[config.mk]
export PLATFORM = sky130hd
export DESIGN_NAME = a1000_frontram_arbiter_flat
export DESIGN_NICKNAME = d
export VERILOG_FILES = /design/src/rtl/a1000_frontram_arbiter_pkg.sv /design/src/rtl/a1000_frontram_arbiter_if.sv /design/src/rtl/a1000_frontram_arbiter_sync.sv /design/src/rtl/a1000_frontram_arbiter.sv /design/src/flat_wrapper.sv
export SDC_FILE = /design/constraint.sdc
export NUM_CORES = 1
export LEC_CHECK = 0
export BUFFER_PORTS_ARGS = -buffer_cell sky130_fd_sc_hd__buf_4
export CORE_UTILIZATION = 40
export CTS_BUF_LIST = sky130_fd_sc_hd__clkbuf_4 sky130_fd_sc_hd__clkbuf_8 sky130_fd_sc_hd__clkbuf_16
export DETAILED_ROUTE_END_ITERATION = 7
export MAX_ROUTING_LAYER = met4
export SETUP_SLACK_MARGIN = 0.2
export SYNTH_ARGS = -nofsm -noshare
export SYNTH_HDL_FRONTEND = slang
export SYNTH_SLANG_ARGS = --single-unit
[constraint.sdc]
create_clock -name clk -period 2.75 [get_ports clk]
set_input_delay 0 -clock clk [delete_from_list [all_inputs] [get_ports clk]]
set_output_delay 0 -clock clk [all_outputs]
set_load 0.005 [all_outputs]
[src/rtl/a1000_frontram_arbiter_pkg.sv]
// rtl/a1000_frontram_arbiter_pkg.sv - shared FSM encoding and default timing for the front-RAM arbiter
package a1000_frontram_pkg;

    typedef enum logic [2:0] {
        ST_IDLE,
        ST_AGNUS,
        ST_AUX_SETUP,
        ST_AUX_PULSE,
        ST_AUX_HOLD,
        ST_AUX_DONE
    } arb_state_t;

    localparam int SYNC_STAGES_DEF = 2;
    localparam int GUARD_DEF       = 3;
    localparam int AUX_SETUP_DEF   = 1;
    localparam int AUX_PULSE_DEF   = 2;
    localparam int AUX_HOLD_DEF    = 1;
    localparam int CNT_W           = 8;

    // States in which the aux port owns the SRAM (AUX_DONE has already released it).
    function automatic logic is_aux(input arb_state_t s);
        return (s == ST_AUX_SETUP) || (s == ST_AUX_PULSE) || (s == ST_AUX_HOLD);
    endfunction

endpackage

[src/rtl/a1000_frontram_arbiter_if.sv]
// rtl/a1000_frontram_arbiter_if.sv - Agnus pins, aux handshake and SRAM strobes of the front-RAM arbiter
interface a1000_frontram_arbiter_if;

    logic       ras_n;
    logic       rrw_n;
    logic       casl0_n;
    logic       casu0_n;
    logic       casl1_n;
    logic       casu1_n;
    logic       aux_req;
    logic       aux_we;
    logic [1:0] aux_be;
    logic       aux_gnt;
    logic       aux_done;
    logic       aux_abort;
    logic       addr_sel;
    logic       ce2;
    logic       ce1_l_n;
    logic       ce1_u_n;
    logic       oe_n;
    logic       we_n;

    modport master (
        output ras_n, rrw_n, casl0_n, casu0_n, casl1_n, casu1_n,
        output aux_req, aux_we, aux_be,
        input  aux_gnt, aux_done, aux_abort,
        input  addr_sel, ce2, ce1_l_n, ce1_u_n, oe_n, we_n
    );

    modport slave (
        input  ras_n, rrw_n, casl0_n, casu0_n, casl1_n, casu1_n,
        input  aux_req, aux_we, aux_be,
        output aux_gnt, aux_done, aux_abort,
        output addr_sel, ce2, ce1_l_n, ce1_u_n, oe_n, we_n
    );

endinterface

[src/rtl/a1000_frontram_arbiter_sync.sv]
// rtl/a1000_frontram_arbiter_sync.sv - flip-flop synchronizer chain for active-low Agnus strobes, resets to idle-high
module a1000_sync #(
    parameter int STAGES = 2
) (
    input  logic clk,
    input  logic rst_n,
    input  logic d_i,
    output logic q_o
);

    logic [STAGES-1:0] sync_q;

    always_ff @(posedge clk or negedge rst_n) begin
        if (!rst_n) begin
            sync_q <= '1;
        end else begin
            sync_q[0] <= d_i;
            for (int i = 1; i < STAGES; i++) begin
                sync_q[i] <= sync_q[i-1];
            end
        end
    end

    assign q_o = sync_q[STAGES-1];

endmodule

[src/rtl/a1000_frontram_arbiter.sv]
// rtl/a1000_frontram_arbiter.sv - shares the A1000 front-RAM SRAM pair between Agnus and an aux port
module a1000_frontram_arbiter
    import a1000_frontram_pkg::*;
#(
    parameter int SYNC_STAGES = SYNC_STAGES_DEF,
    parameter int GUARD       = GUARD_DEF,
    parameter int AUX_SETUP   = AUX_SETUP_DEF,
    parameter int AUX_PULSE   = AUX_PULSE_DEF,
    parameter int AUX_HOLD    = AUX_HOLD_DEF
) (
    input logic                      clk,
    input logic                      rst_n,
    a1000_frontram_arbiter_if.slave  bus
);

    localparam logic [CNT_W-1:0] GUARD_C      = CNT_W'(GUARD);
    localparam logic [CNT_W-1:0] SETUP_LAST_C = CNT_W'(AUX_SETUP - 1);
    localparam logic [CNT_W-1:0] PULSE_LAST_C = CNT_W'(AUX_PULSE - 1);
    localparam logic [CNT_W-1:0] HOLD_LAST_C  = CNT_W'(AUX_HOLD - 1);

    arb_state_t       state_q;
    logic [CNT_W-1:0] guard_q;
    logic [CNT_W-1:0] cnt_q;
    logic [1:0]       be_lat_q;
    logic             we_lat_q;
    logic             done_q;
    logic             abort_q;

    logic cas_any_n;
    logic ras_s;
    logic cas_s;
    logic aux_own;

    assign cas_any_n = bus.casl0_n & bus.casu0_n & bus.casl1_n & bus.casu1_n;

    a1000_sync #(.STAGES(SYNC_STAGES)) u_sync_ras (
        .clk   (clk),
        .rst_n (rst_n),
        .d_i   (bus.ras_n),
        .q_o   (ras_s)
    );

    a1000_sync #(.STAGES(SYNC_STAGES)) u_sync_cas (
        .clk   (clk),
        .rst_n (rst_n),
        .d_i   (cas_any_n),
        .q_o   (cas_s)
    );

    always_ff @(posedge clk or negedge rst_n) begin
        if (!rst_n) begin
            state_q  <= ST_IDLE;
            guard_q  <= '0;
            cnt_q    <= '0;
            be_lat_q <= 2'b00;
            we_lat_q <= 1'b0;
            done_q   <= 1'b0;
            abort_q  <= 1'b0;
        end else begin
            done_q  <= 1'b0;
            abort_q <= 1'b0;
            if (is_aux(state_q) && !bus.ras_n) begin
                // Strobes were already handed back combinationally; aux_req stays up so the transfer retries.
                state_q <= ST_AGNUS;
                abort_q <= 1'b1;
                cnt_q   <= '0;
            end else begin
                case (state_q)
                    ST_IDLE: begin
                        if (!ras_s) begin
                            state_q <= ST_AGNUS;
                        end else if (bus.aux_req && (guard_q == GUARD_C) && bus.ras_n) begin
                            state_q  <= ST_AUX_SETUP;
                            cnt_q    <= '0;
                            we_lat_q <= bus.aux_we;
                            be_lat_q <= bus.aux_be;
                        end else if (cas_s && (guard_q != GUARD_C)) begin
                            guard_q <= guard_q + 1'b1;
                        end
                    end
                    ST_AGNUS: begin
                        // Raw pin must agree too, so a fresh preemption cannot bounce out on stale sync data.
                        if (ras_s && bus.ras_n) begin
                            state_q <= ST_IDLE;
                            guard_q <= '0;
                        end
                    end
                    ST_AUX_SETUP: begin
                        if (cnt_q == SETUP_LAST_C) begin
                            state_q <= ST_AUX_PULSE;
                            cnt_q   <= '0;
                        end else begin
                            cnt_q <= cnt_q + 1'b1;
                        end
                    end
                    ST_AUX_PULSE: begin
                        if (cnt_q == PULSE_LAST_C) begin
                            state_q <= ST_AUX_HOLD;
                            cnt_q   <= '0;
                        end else begin
                            cnt_q <= cnt_q + 1'b1;
                        end
                    end
                    ST_AUX_HOLD: begin
                        if (cnt_q == HOLD_LAST_C) begin
                            state_q <= ST_AUX_DONE;
                            cnt_q   <= '0;
                            done_q  <= 1'b1;
                        end else begin
                            cnt_q <= cnt_q + 1'b1;
                        end
                    end
                    ST_AUX_DONE: begin
                        state_q <= ST_IDLE;
                        guard_q <= '0;
                    end
                    default: begin
                        state_q <= ST_IDLE;
                    end
                endcase
            end
        end
    end

    assign aux_own = is_aux(state_q) && bus.ras_n;

    always_comb begin
        bus.ce2     = ~bus.ras_n;
        bus.ce1_l_n = bus.casl0_n & bus.casl1_n;
        bus.ce1_u_n = bus.casu0_n & bus.casu1_n;
        bus.we_n    = bus.rrw_n | cas_any_n;
        bus.oe_n    = ~bus.rrw_n | cas_any_n;
        if (aux_own) begin
            bus.ce2     = 1'b1;
            bus.ce1_l_n = ~be_lat_q[0];
            bus.ce1_u_n = ~be_lat_q[1];
            bus.we_n    = 1'b1;
            bus.oe_n    = 1'b1;
            if (state_q == ST_AUX_PULSE) begin
                bus.we_n = ~we_lat_q;
                bus.oe_n = we_lat_q;
            end
        end
    end

    assign bus.addr_sel  = aux_own;
    assign bus.aux_gnt   = aux_own;
    assign bus.aux_done  = done_q;
    assign bus.aux_abort = abort_q;

endmodule

[src/flat_wrapper.sv]
// flat-port wrapper written by rule: the top's interface ports become plain ports
module a1000_frontram_arbiter_flat import a1000_frontram_pkg::*;
#(
    parameter int SYNC_STAGES = SYNC_STAGES_DEF,
    parameter int GUARD       = GUARD_DEF,
    parameter int AUX_SETUP   = AUX_SETUP_DEF,
    parameter int AUX_PULSE   = AUX_PULSE_DEF,
    parameter int AUX_HOLD    = AUX_HOLD_DEF
)
  (clk, rst_n, bus_ras_n, bus_rrw_n, bus_casl0_n, bus_casu0_n, bus_casl1_n, bus_casu1_n, bus_aux_req, bus_aux_we, bus_aux_be, bus_aux_gnt, bus_aux_done, bus_aux_abort, bus_addr_sel, bus_ce2, bus_ce1_l_n, bus_ce1_u_n, bus_oe_n, bus_we_n);
  a1000_frontram_arbiter_if bus_i ();
  input logic clk;
  input logic rst_n;
  input wire logic [$bits(bus_i.ras_n)-1:0] bus_ras_n;
  input wire logic [$bits(bus_i.rrw_n)-1:0] bus_rrw_n;
  input wire logic [$bits(bus_i.casl0_n)-1:0] bus_casl0_n;
  input wire logic [$bits(bus_i.casu0_n)-1:0] bus_casu0_n;
  input wire logic [$bits(bus_i.casl1_n)-1:0] bus_casl1_n;
  input wire logic [$bits(bus_i.casu1_n)-1:0] bus_casu1_n;
  input wire logic [$bits(bus_i.aux_req)-1:0] bus_aux_req;
  input wire logic [$bits(bus_i.aux_we)-1:0] bus_aux_we;
  input wire logic [$bits(bus_i.aux_be)-1:0] bus_aux_be;
  output wire logic [$bits(bus_i.aux_gnt)-1:0] bus_aux_gnt;
  output wire logic [$bits(bus_i.aux_done)-1:0] bus_aux_done;
  output wire logic [$bits(bus_i.aux_abort)-1:0] bus_aux_abort;
  output wire logic [$bits(bus_i.addr_sel)-1:0] bus_addr_sel;
  output wire logic [$bits(bus_i.ce2)-1:0] bus_ce2;
  output wire logic [$bits(bus_i.ce1_l_n)-1:0] bus_ce1_l_n;
  output wire logic [$bits(bus_i.ce1_u_n)-1:0] bus_ce1_u_n;
  output wire logic [$bits(bus_i.oe_n)-1:0] bus_oe_n;
  output wire logic [$bits(bus_i.we_n)-1:0] bus_we_n;
  assign bus_i.ras_n = bus_ras_n;
  assign bus_i.rrw_n = bus_rrw_n;
  assign bus_i.casl0_n = bus_casl0_n;
  assign bus_i.casu0_n = bus_casu0_n;
  assign bus_i.casl1_n = bus_casl1_n;
  assign bus_i.casu1_n = bus_casu1_n;
  assign bus_i.aux_req = bus_aux_req;
  assign bus_i.aux_we = bus_aux_we;
  assign bus_i.aux_be = bus_aux_be;
  assign bus_aux_gnt = bus_i.aux_gnt;
  assign bus_aux_done = bus_i.aux_done;
  assign bus_aux_abort = bus_i.aux_abort;
  assign bus_addr_sel = bus_i.addr_sel;
  assign bus_ce2 = bus_i.ce2;
  assign bus_ce1_l_n = bus_i.ce1_l_n;
  assign bus_ce1_u_n = bus_i.ce1_u_n;
  assign bus_oe_n = bus_i.oe_n;
  assign bus_we_n = bus_i.we_n;
  a1000_frontram_arbiter #(.SYNC_STAGES(SYNC_STAGES), .GUARD(GUARD), .AUX_SETUP(AUX_SETUP), .AUX_PULSE(AUX_PULSE), .AUX_HOLD(AUX_HOLD)) u_core (.clk(clk), .rst_n(rst_n), .bus(bus_i));
endmodule
---- Yosys cells after proc, flatten, opt, wreduce, memory -nomap -nowiden ----
Cells that the tools add are included.
cells by class
  add/subtract/negate cells ............... 2
  equality and inequality tests ........... 19
  mux-type cells .......................... 30
  bitwise logic cells ..................... 13
  reduce and logical (&&, ||, !) cells .... 18
operator list
  operator               count
  $mux W8                9
  $pmux W8 S3            2
  $mux W3                7
  $add A8 B1 Y8 const B  2
  $ne A3 B1 Y1 const B   5
  $pmux W3 S5            1
  $mux W1                11
  $eq A8 B1 Y1 const B   1
  $eq A8 B2 Y1 const B   1
  $logic_not A8 Y1       1
  $ne A8 B2 Y1 const B   1
  $eq A3 B2 Y1 const B   2
  $eq A3 B3 Y1 const B   2
  $logic_and A1 B1 Y1    6
  $not A1 Y1             6
  $reduce_and A6 Y1      1
  $and A1 B1 Y1          5
  $reduce_and A5 Y1      1
  $ne A2 B1 Y1 const B   2
  $ne A2 B2 Y1 const B   2
  $ne A4 B2 Y1 const B   1
  $reduce_and A4 Y1      1
  $reduce_bool A4 Y1     1
  $eq A3 B1 Y1 const B   1
  8 further kinds        10
word-level totals
  flip-flop bits (word level) ............. 28
  bits of input ports ..................... 12
  output and inout bits ................... 9
  word-level logic and storage cells ...... 91

---- Logic depth before layout (Yosys ltp) ----
Gate-level depths: netlist of run 1.
  word-level depth ........................ 7
  mapped depth ............................ 7

---- Modules after synthesis ----
A second synthesis of run 1 with hierarchy kept.
second synthesis, totals
  cell total of the unflattened synthesis .. 163
  area, all modules ....................... 1674.1 µm²
modules (own cells, without submodules)
  module                  instances  cells an instance  area each (µm²)  sequential area each (µm²)
  a1000_frontram_arbiter  1          159                1569.0           600.6
  a1000_sync              2          2                  52.6             52.6

---- Worst setup path before layout of run 1 ----
OpenSTA, ideal clock, no wires.
  kind .................................... register -> register
  from .................................... register u_core.guard_q[0]
  to ...................................... register u_core.cnt_q[5]
  setup time .............................. 0.124 ns
  arrival ................................. 1.636 ns
  data required time ...................... 2.626 ns
  slack ................................... 0.990 ns
  stages on the path, launching flop included .. 7
  buffers on the path ..................... 1
  period minus slack after synthesis ...... 1.760 ns
  cells stage by stage .................... dfrtp_1 > ha_1 > nor3b_2 > nand4_1 > and2_0 > clkbuf_2 > a211o_2
on the way
  cells in the longest elaborated chain, start to end .. 5
ends and longest elaborated chain
  item                                line                           RTL
  start, declared                     a1000_frontram_arbiter.sv:22   logic [CNT_W-1:0] guard_q;
  start signal, assigned              a1000_frontram_arbiter.sv:78   guard_q <= guard_q + 1'b1;
  $eq A8 B2 Y1                        a1000_frontram_arbiter.sv:72   end else if (bus.aux_req && (guard_q == GUARD_C) && bus.ras_n) begin
  $logic_and A1 B1 Y1 (2 in a row)    a1000_frontram_arbiter.sv:72
  $ne A3 B1 Y1 (no source line)       --
  $reduce_and A3 Y1 (no source line)  --
  end signal, assigned                a1000_frontram_arbiter.sv:93   cnt_q <= cnt_q + 1'b1;
  end signal, assigned                a1000_frontram_arbiter.sv:101  cnt_q <= cnt_q + 1'b1;
  end signal, assigned                a1000_frontram_arbiter.sv:110  cnt_q <= cnt_q + 1'b1;
  end, declared                       a1000_frontram_arbiter.sv:23   logic [CNT_W-1:0] cnt_q;
Every way passes these cells.
A chain may end at the register's enable or synchronous reset.

---- Worst setup path in the final report of run 1 ----
  from .................................... register u_core.state_q[2]
  to ...................................... output bus_we_n
on the way
  cells in the longest elaborated chain, start to end .. 5
  elaborated cells between the ends (all ways) .. 8
  classes of those cells .................. eq/ne: 3; mux: 2; reduce/logical: 3
ends and longest elaborated chain
  item                                    line                                                             RTL
  start, declared                         a1000_frontram_arbiter.sv:21                                     arb_state_t state_q;
  start signal, assigned                  a1000_frontram_arbiter.sv:52                                     state_q <= ST_IDLE;
  start signal, assigned                  a1000_frontram_arbiter.sv:64                                     state_q <= ST_AGNUS;
  start signal, assigned                  a1000_frontram_arbiter.sv:71                                     state_q <= ST_AGNUS;
  $eq A3 B2 Y1, on equally long branches  a1000_frontram_arbiter_pkg.sv:22, a1000_frontram_arbiter.sv:139
  $logic_or A1 B1 Y1 (2 in a row)         a1000_frontram_arbiter_pkg.sv:22                                 return (s == ST_AUX_SETUP) || (s == ST_AUX_PULSE) || (s == ST_AUX_HOLD);
  $logic_and A1 B1 Y1                     a1000_frontram_arbiter.sv:125                                    assign aux_own = is_aux(state_q) && bus.ras_n;
  $mux W1 *                               a1000_frontram_arbiter.sv:133                                    if (aux_own) begin
  end, declared                           flat_wrapper.sv:31                                               output wire logic [$bits(bus_i.we_n)-1:0] bus_we_n;
Mark *: on every way between the ends. The rest lies on a longest branch, timed or not.

==> flow_summary.ini, run 1 <==
[sta]
fin_skew_ns = 0.0144
final-hold-violation-count = 0
final.min_clock_period_ns = 2.16
slew_headroom_pct = 61.1
max_slew.worst_pin.slew_ns = 0.579
holdWs_ns = 0.144
period_share_pct = 78.6
drv_slew = 0
final-setup-viol-count = 0
rsz0062_at_grt = no
fmax_mhz = 463
tns_ns = 0

[cts]
cts_buffers = 3
cts_tree = done
cts_max_level = 1
cts.sinks = 28
clock_path_buffers = 2
cts_setup_buffers = 0
clk_pin_slew_worst_paths_ns = 0.11
clk_latency_ns = 0.28
cts_root_buf = clkbuf_8

[run]
cap_viol_max_count = 0

[synthesis]
synthCells = 180
synth-warning-count = 0
synth_edf_count = 0
synth_top_cell_by_area = dfrtp_1
ys.flop_type = dfrtp_1
yosys_register_bits = 28
netlist_area_um2 = 1760
async_reset_ff_share_pct = 100
syn-num-nets = 196
synth_cell_types = 60
synth.area.top_cells = dfrtp_1, dfstp_2, nand3_1
syn_avg_cell_area_um2 = 9.78
synth.top_cell.area_share_pct = 34.1
seq_area_frac_synth_pct = 40.1

[global_routing]
first_global_vias = 1264
grtUsageTotal_pct = 18.1
grt_max_degree = 29
gr-total-overflow = 0
antenna_found_initial = 0
grt_pass1_wl_mm = 6.06

[setup_path]
start_kind = flop
crit_type = flop to output port
worstPathRequired_ns = 2.75
arrival_ns = 2.16
r2r_cells = 4
cp_max_fo = 17
endpoint_kind = output port

[detailed_routing]
firstDrtPassIters = 4
dr_total_vias = 1483
drc_errors = 0
ant_nets = 0
viasPerCell = 5.88
drt-total-wl_mm = 3.92
wire_per_inst_um = 15.6
drt_iter0_drc = 199

[power]
power_density_nw_per_um2 = 624
p_leak_nw = 0.914
ir_drop_mv = 0.447

[floorplan]
design.die.area_um2 = 4670
core_area_um2 = 4120
num_io_pins = 21
die_height_um = 68.3
rows = 23
initial_core_util_pct = 42.8
fp.dieW_um = 68.3

[placement]
dp_hpwl_mm = 2.88
io_buffers = 20
dpl_cell_area_um2 = 1920
globalplace.congestion = 0.908

[finish]
final_common_cell = dfrtp_1
areaGrowthSynthToFinish_pct = 16.8
num_antenna_cells = 0
finalNetCount = 219
drive_gt1_share_pct = 23.3
most-common-layout-cells = dfrtp_1, buf_4, nand3_1
design_area_um2 = 2060

[worst_hold_path]
hold_path.class = input port to flop
min_path_cells = 4

[outcome]
status = complete, no violations
## layer usage
| layer | track usage, % | vias to the layer above | part of all wire, % |
|---|---|---|---|
| li1 | - | 723 | - |
| met1 | 25.4 | 711 | 47 |
| met2 | 26.3 | 45 | 47 |
| met3 | 4.00 | 4 | 4.6 |
| met4 | 3.91 | 0 | 0.66 |
| met5 | - | - | 0 |
## path summary, 6_finish.rpt
check / to / from / slack [ns]
setup / recovery: bus_we_n / u_core.state_q[2]$_DFFE_PN0P_ / 0.59
hold / removal: u_core.cnt_q[0]$_DFFE_PN0P_ / bus_aux_req / 0.14
setup reg to reg: u_core.guard_q[7]$_DFFE_PN0P_ / u_core.state_q[0]$_DFFE_PN0P_ / 0.71
hold reg to reg: u_core.u_sync_ras.sync_q[1]$_DFF_PN1_ / u_core.u_sync_ras.sync_q[0]$_DFF_PN1_ / 0.36
max in group asynchronous: u_core.u_sync_cas.sync_q[1]$_DFF_PN1_ / rst_n / 2.29
min in group asynchronous: u_core.guard_q[6]$_DFFE_PN0P_ / rst_n / 0.16
## critical path: stages (launching register included)
cell	delay [ns]
dfrtp_1	0.69
or3b_2	0.51
a21o_1	0.30
clkinv_2	0.14
o31a_1	0.13
buf_4	0.10
## timing repair
action	in CTS	in global routing
gates resized for setup	0	0
endpoints found under the hold margin	34	0
hold buffers	7	0
## Yosys cell counts (3+ instances only)
| library cell | n |
|---|---|
| nor2b_1 | 4 |
| a31oi_1 | 3 |
| o21ai_0 | 4 |
| nor3_1 | 5 |
| nand4_1 | 4 |
| dfrtp_1 | 24 |
| buf_4 | 3 |
| xnor2_1 | 3 |
| and3_1 | 4 |
| nand2_1 | 12 |
| a21oi_1 | 8 |
| ha_1 | 4 |
| buf_2 | 3 |
| nor2_1 | 7 |
| a41oi_1 | 3 |
| o31ai_1 | 7 |
| o2bb2ai_1 | 4 |
| a21o_1 | 4 |
| nand2b_1 | 3 |
| mux2_2 | 4 |
| nand3_1 | 14 |
| inv_1 | 8 |
| dfstp_2 | 4 |
## cell type report
type,count,area [um^2]
fillers,369,2060
multi-input cells,134,962
flip-flops and latches,28,706
repair buffers,27,220
well taps,50,62.6
clock buffers,3,41.3
inverters,9,35.0
clock inverters,1,30.0
## state kept, by name, indices dropped and copies added (netlist names)
name,cells
u_core.u_sync_cas.sync_q,2
u_core.be_lat_q,2
u_core.bus.aux_abort,1
u_core.cnt_q,8
u_core.we_lat_q,1
u_core.state_q,3
u_core.u_sync_ras.sync_q,2
u_core.guard_q,8
u_core.bus.aux_done,1
## power by group
part,internal (mW),switching (mW)
registers,0.456,0.0981
clock network,0.195,0.134
logic,0.177,0.224
## kinds of logic after synthesis
group,synth area share [%]
XOR/XNOR,1.49
multiplexers,3.13
AND/OR/NAND/NOR,24.7
flip-flops,40.1
AO/OA/AOI/OAI,22.5
buffers and inverters,5.26
adder cells (fa/ha/maj),2.84
## stage by stage
stage / setup WS, ns / util [%] / power, mW / cells
finish: 0.588 / 50.0 / 1.28 / 252
detailed placement: 0.757 / 46.5 / 0.949 / 241
global route: 0.507 / 50.0 / 1.36 / 252
CTS: 0.589 / 50.0 / 1.28 / 252
floorplan: 0.990 / - / 0.833 / 180
global placement: 0.791 / 46.5 / 0.935 / 241
No activity file was read; power rests on OpenSTA's default activity.
==> run 2: changes to the inputs <==
clock period = 1.7 ns   (was 2.75 ns; I/O delays follow)
==> run 2 against run 1 <==
Net effect:
- first-iteration DRC count is 34% lower
- largest cell class unchanged
- critical path depth stayed put
- sequential power is 52% higher
- final area is 35% higher
- global-route usage is 5.2 points higher
- die area stayed put
- the run now ends with negative setup slack left
- power is 100% higher
- clock power is 64% higher
- combinational power grew to 3.1 times the previous value
- worst setup slack worse by 0.68 ns
- sequential share of layout area is 8.5 points lower
- count of clock-buffer cells in the layout stayed put
==> flow_summary.ini, run 2 (synthesis results as in run 1) <==
[setup_path]
cp_slowest_stage_delay_ns = 0.44
crit_start = u_core.state_q[2]$_DFFE_PN0P_
slowest_stage = dfrtp_2
worstPathRequired_ns = 1.88
start_kind = flop
endpoint_kind = flop
cp_max_fo = 4
cp_cell_sequence = buf_6, nor4b_4, a21boi_4, o211ai_1, a221o_1
arrival_ns = 1.97
crit_type = flop to flop
timing.rr.start = u_core.state_q[2]$_DFFE_PN0P_

[cts]
cts_root_buf = clkbuf_8
cts.sinks = 28
cts_max_level = 1
clk_pin_slew_worst_paths_ns = 0.10
clk_latency_ns = 0.28
cts_buffers = 3
cts_tree = done
clock_path_buffers = 2

[finish]
most-common-layout-cells = buf_4, dfrtp_1, buf_6
drive_gt1_share_pct = 55.5
post-route-util_pct = 67.4
fin_cells = 304
finalNetCount = 271
nFillCells = 308
areaGrowthSynthToFinish_pct = 57.5
top_regs = u_core.cnt_q: 8 flops, u_core.guard_q: 8 flops, u_core.state_q: 3 flops
num_antenna_cells = 0
final_common_cell = buf_4
design_area_um2 = 2770

[detailed_routing]
viasPerCell = 5.85
dr_total_vias = 1778
drt_iter0_drc = 132
drt-total-wl_mm = 5.29
firstDrtPassIters = 5
ant_nets = 0
wire_per_inst_um = 17.4
drc_errors = 0

[floorplan]
num_io_pins = 21
die_height_um = 68.3
fp.dieW_um = 68.3
rows = 23
core_area_um2 = 4120
initial_core_util_pct = 42.8
design.die.area_um2 = 4670

[sta]
max_slew.worst_pin.slew_ns = 0.417
final-setup-viol-count = 11
holdWs_ns = 0.0429
fin_skew_ns = 0.00329
tns_ns = -0.403
rsz0062_at_grt = yes
slew_headroom_pct = 72.2
period_share_pct = 105
layout_setup_ws_ns = -0.0891
drv_slew = 0
final-hold-violation-count = 0
final.min_clock_period_ns = 1.79
fmax_mhz = 559

[placement]
place_inst = 269
post-place-ws_ns = -0.0873
dp_hpwl_mm = 3.29
dpl_cell_area_um2 = 2160
globalplace.congestion = 0.865
io_buffers = 20

[global_routing]
grtUsageTotal_pct = 23.3
grt_use_met3_pct = 4.17
grtUsageMet2_pct = 36.3
gr-total-overflow = 0
grt_max_degree = 29
use_met1_pct = 32.1
first_global_vias = 1641
grt.busiest_layer = met2
grt_pass1_wl_mm = 7.79
antenna_found_initial = 0

[run]
cap_viol_max_count = 0

[outcome]
status = complete, but fails checks
violations = negative setup slack

[worst_hold_path]
worstHoldStart = bus_ras_n
hold_path.class = input port to flop

[power]
p_leak_nw = 1.23
ir_drop_mv = 0.681
power_density_nw_per_um2 = 948
finalPower_mw = 2.63
[run 2: cell types whose count changed in the layout (fill, tap and decap cells not counted), sizes merged]
cell	delta
buf	+51
dlygate4sd3	+1
[run 2: final timing paths]
kind	slack, ns	cells after the start	end
max in group asynchronous	1.23	2	u_core.u_sync_cas.sync_q[0]$_DFF_PN1_
worst min-delay path	0.04	3	u_core.bus.aux_done$_DFF_PN0_
worst max-delay path	-0.09	5	u_core.guard_q[7]$_DFFE_PN0P_
min in group asynchronous	0.16	2	u_core.guard_q[2]$_DFFE_PN0P_
worst min register to register	0.36	0	u_core.u_sync_ras.sync_q[1]$_DFF_PN1_
worst max register to register	-0.09	5	u_core.guard_q[7]$_DFFE_PN0P_
[run 2: power by group]
group	switching (mW)	internal, mW	total (mW)
Clock	0.223	0.316	0.539
Sequential	0.0991	0.743	0.842
Combinational	0.606	0.639	1.25
[run 2: layout make-up]
class / instances / area, um^2 / area share, %
clock buffers: 3 / 41.3 / 1.49
repair buffers: 79 / 678 / 24.5
flip-flops and latches: 28 / 714 / 25.8
clock inverters: 1 / 30.0 / 1.08
multi-input cells: 134 / 1210 / 43.5
inverters: 9 / 38.8 / 1.40
well taps: 50 / 62.6 / 2.26
[run 2: timing repair]
item | 4_1_cts | 5_1_grt
endpoints found under the setup margin | 28 | 30
setup buffers | 18 | 5
pin swaps | 15 | 13
hold endpoints to repair | 33 | 1
gates resized for setup | 43 | 25
cloned | 0 | 0
hold buffers | 7 | 1
[run 2: per-layer routing]
metal  part of all wire (%)  up-vias  wire length [um]
li1                       -      826                 -
met1                     46      891              2410
met2                     49       57              2600
met3                    4.7        4               249
met4                   0.55        0                29
met5                      0        -                 0
[run 2: worst max-delay path: cells and delay by family, from the launching register on]
kind / cells / cell delay (ns)
flops: 1 / 0.44
buf+inv: 1 / 0.13
simple gates: 1 / 0.34
compound gates: 3 / 0.77
==> run 3: changes to the inputs <==
CAP_MARGIN = 20   (was not set)
HOLD_SLACK_MARGIN = 0.05   (was not set)
clock period = 2 ns   (was 1.7 ns; I/O delays follow)
==> run 3 against run 2 <==
Net effect:
- the flow now finishes without violations
- core utilization shrank 9.5 points
- flip-flop and latch count is the same
- worst hold slack gained 0.10 ns
- global-route usage down 2.4 points
- largest cell class unchanged
- first-iteration DRC count is 3.8% lower
- worst setup slack improved by 0.28 ns
==> flow_summary.ini, run 3 (synthesis results as in run 1) <==
[placement]
io_buffers = 20
globalplace.congestion = 0.939
dpl_cell_area_um2 = 2030
dp_hpwl_mm = 3.02

[power]
intPower_mw = 1.20
p_leak_nw = 1.09
p_sw_share_pct = 36.5
pwr-share-comb_pct = 42.0
power_density_nw_per_um2 = 796
ir_drop_mv = 0.542
p_sw_mw = 0.692
pwr-share-clk_pct = 19.4
sequentialPowerShare_pct = 38.6

[floorplan]
num_io_pins = 21
rows = 23
die_height_um = 68.3
initial_core_util_pct = 42.8
design.die.area_um2 = 4670
core_area_um2 = 4120
fp.dieW_um = 68.3

[setup_path]
cp_max_fo = 5
start_kind = flop
endpoint_kind = flop
crit_type = flop to flop
worstPathRequired_ns = 2.17
arrival_ns = 1.98

[sta]
slew_headroom_pct = 68.8
max_slew.worst_pin.slew_ns = 0.464
final-setup-viol-count = 0
tns_ns = 0
rsz0062_at_grt = yes
final-hold-violation-count = 0
drv_slew = 0
fmax_mhz = 553
period_share_pct = 90.5
fin_skew_ns = 0.0143
final.min_clock_period_ns = 1.81

[cts]
cts_tree = done
clock_path_buffers = 2
cts_root_buf = clkbuf_8
clk_pin_slew_worst_paths_ns = 0.11
cts_max_level = 1
cts_buffers = 3
clk_latency_ns = 0.29
cts.sinks = 28

[detailed_routing]
drc_errors = 0
drt-total-wl_mm = 4.49
dr_total_vias = 1691
ant_nets = 0
firstDrtPassIters = 4
viasPerCell = 5.98
wire_per_inst_um = 15.9
drt_iter0_drc = 127

[global_routing]
first_global_vias = 1449
grt_max_degree = 29
antenna_found_initial = 0
grt_pass1_wl_mm = 6.98
gr-total-overflow = 0
grtUsageTotal_pct = 20.9

[run]
cap_viol_max_count = 0

[finish]
design_area_um2 = 2380
top_regs = u_core.cnt_q: 8 flops, u_core.guard_q: 8 flops, u_core.state_q: 3 flops
final_common_cell = buf_4
finalNetCount = 250
drive_gt1_share_pct = 39.5
nFillCells = 355
most-common-layout-cells = buf_4, dfrtp_1, nand3_1
num_antenna_cells = 0
areaGrowthSynthToFinish_pct = 35.3

[outcome]
status = complete, no violations

[worst_hold_path]
hold_path.class = input port to asynchronous set/reset pin
## run 3: changes by cell type in the layout (fill, tap and decap cells not counted), moves of 3 or more
cell | before | now
buf_6 | 14 | 1
buf_4 | 56 | 48
nand3_1 | 10 | 14
nand3_2 | 4 | 0
o2bb2ai_1 | 0 | 4
o2bb2ai_2 | 4 | 0
dfrtp_1 | 17 | 20
dfrtp_2 | 7 | 4
nor2_1 | 4 | 7
o21ai_0 | 1 | 4
o21ai_2 | 4 | 1
## run 3: what timing repair did
action,in CTS,in global routing
resized for setup,9,13
cloned,0,0
setup buffers,9,7
hold buffers,7,0
endpoints found under the hold margin,35,0
setup endpoints to repair,15,22
pin swaps,1,4
## run 3: layout make-up
cell class              instances  area [um^2]  share of cell area [%]
clock buffers                   4         55.1                    2.31
inverters                       9         35.0                    1.47
multi-input cells             134         1040                    43.5
flip-flops and latches         28          711                    29.8
well taps                      50         62.6                    2.63
repair buffers                 58          482                    20.2
## run 3: worst max-delay path: stages (launching register included)
cell,delay [ns]
dfrtp_2,0.46
buf_12,0.14
nor4bb_2,0.33
nand4_1,0.20
and2_4,0.23
a211o_2,0.32
## run 3: path summary, 6_finish.rpt
path	depth (start not counted)	from	to	slack (ns)
min in group clk	4	bus_aux_req	u_core.cnt_q[0]$_DFFE_PN0P_	0.15
worst max-delay path	5	u_core.state_q[1]$_DFFE_PN0P_	u_core.cnt_q[5]$_DFFE_PN0P_	0.19
worst max register to register	5	u_core.state_q[1]$_DFFE_PN0P_	u_core.cnt_q[5]$_DFFE_PN0P_	0.19
worst min register to register	0	u_core.u_sync_ras.sync_q[0]$_DFF_PN1_	u_core.u_sync_ras.sync_q[1]$_DFF_PN1_	0.34
max in group asynchronous	2	rst_n	u_core.u_sync_ras.sync_q[0]$_DFF_PN1_	1.52
worst min-delay path	2	rst_n	u_core.guard_q[4]$_DFFE_PN0P_	0.15
## run 3: stage by stage
step | util (%) | cells | hold slack [ns] | power (mW) | worst slack, ns
finish | 57.9 | 283 | 0.147 | 1.90 | 0.190
global route | 57.9 | 283 | 0.191 | 2.00 | 0.123
CTS | 55.3 | 276 | 0.122 | 1.83 | 0.188
detailed placement | 49.3 | 256 | -0.0560 | 1.39 | 0.102
global placement | 49.3 | 256 | -0.0574 | 1.39 | 0.135
floorplan | - | 180 | -0.296 | 1.15 | 0.240
## run 3: per-layer routing
layer	GRT usage, %	wire (um)
met5	-	0
met4	7.29	79
met1	29.7	2130
met3	4.67	269
met2	28.8	2020
## run 3: power by group through the flow
stage               clock (mW)  sequential [mW]  combinational, mW
finish                   0.368            0.731              0.797
global route             0.396            0.740              0.864
CTS                      0.375            0.724              0.730
floorplan                    0            0.716              0.430
detailed placement           0            0.753              0.634
global placement             0            0.752              0.638
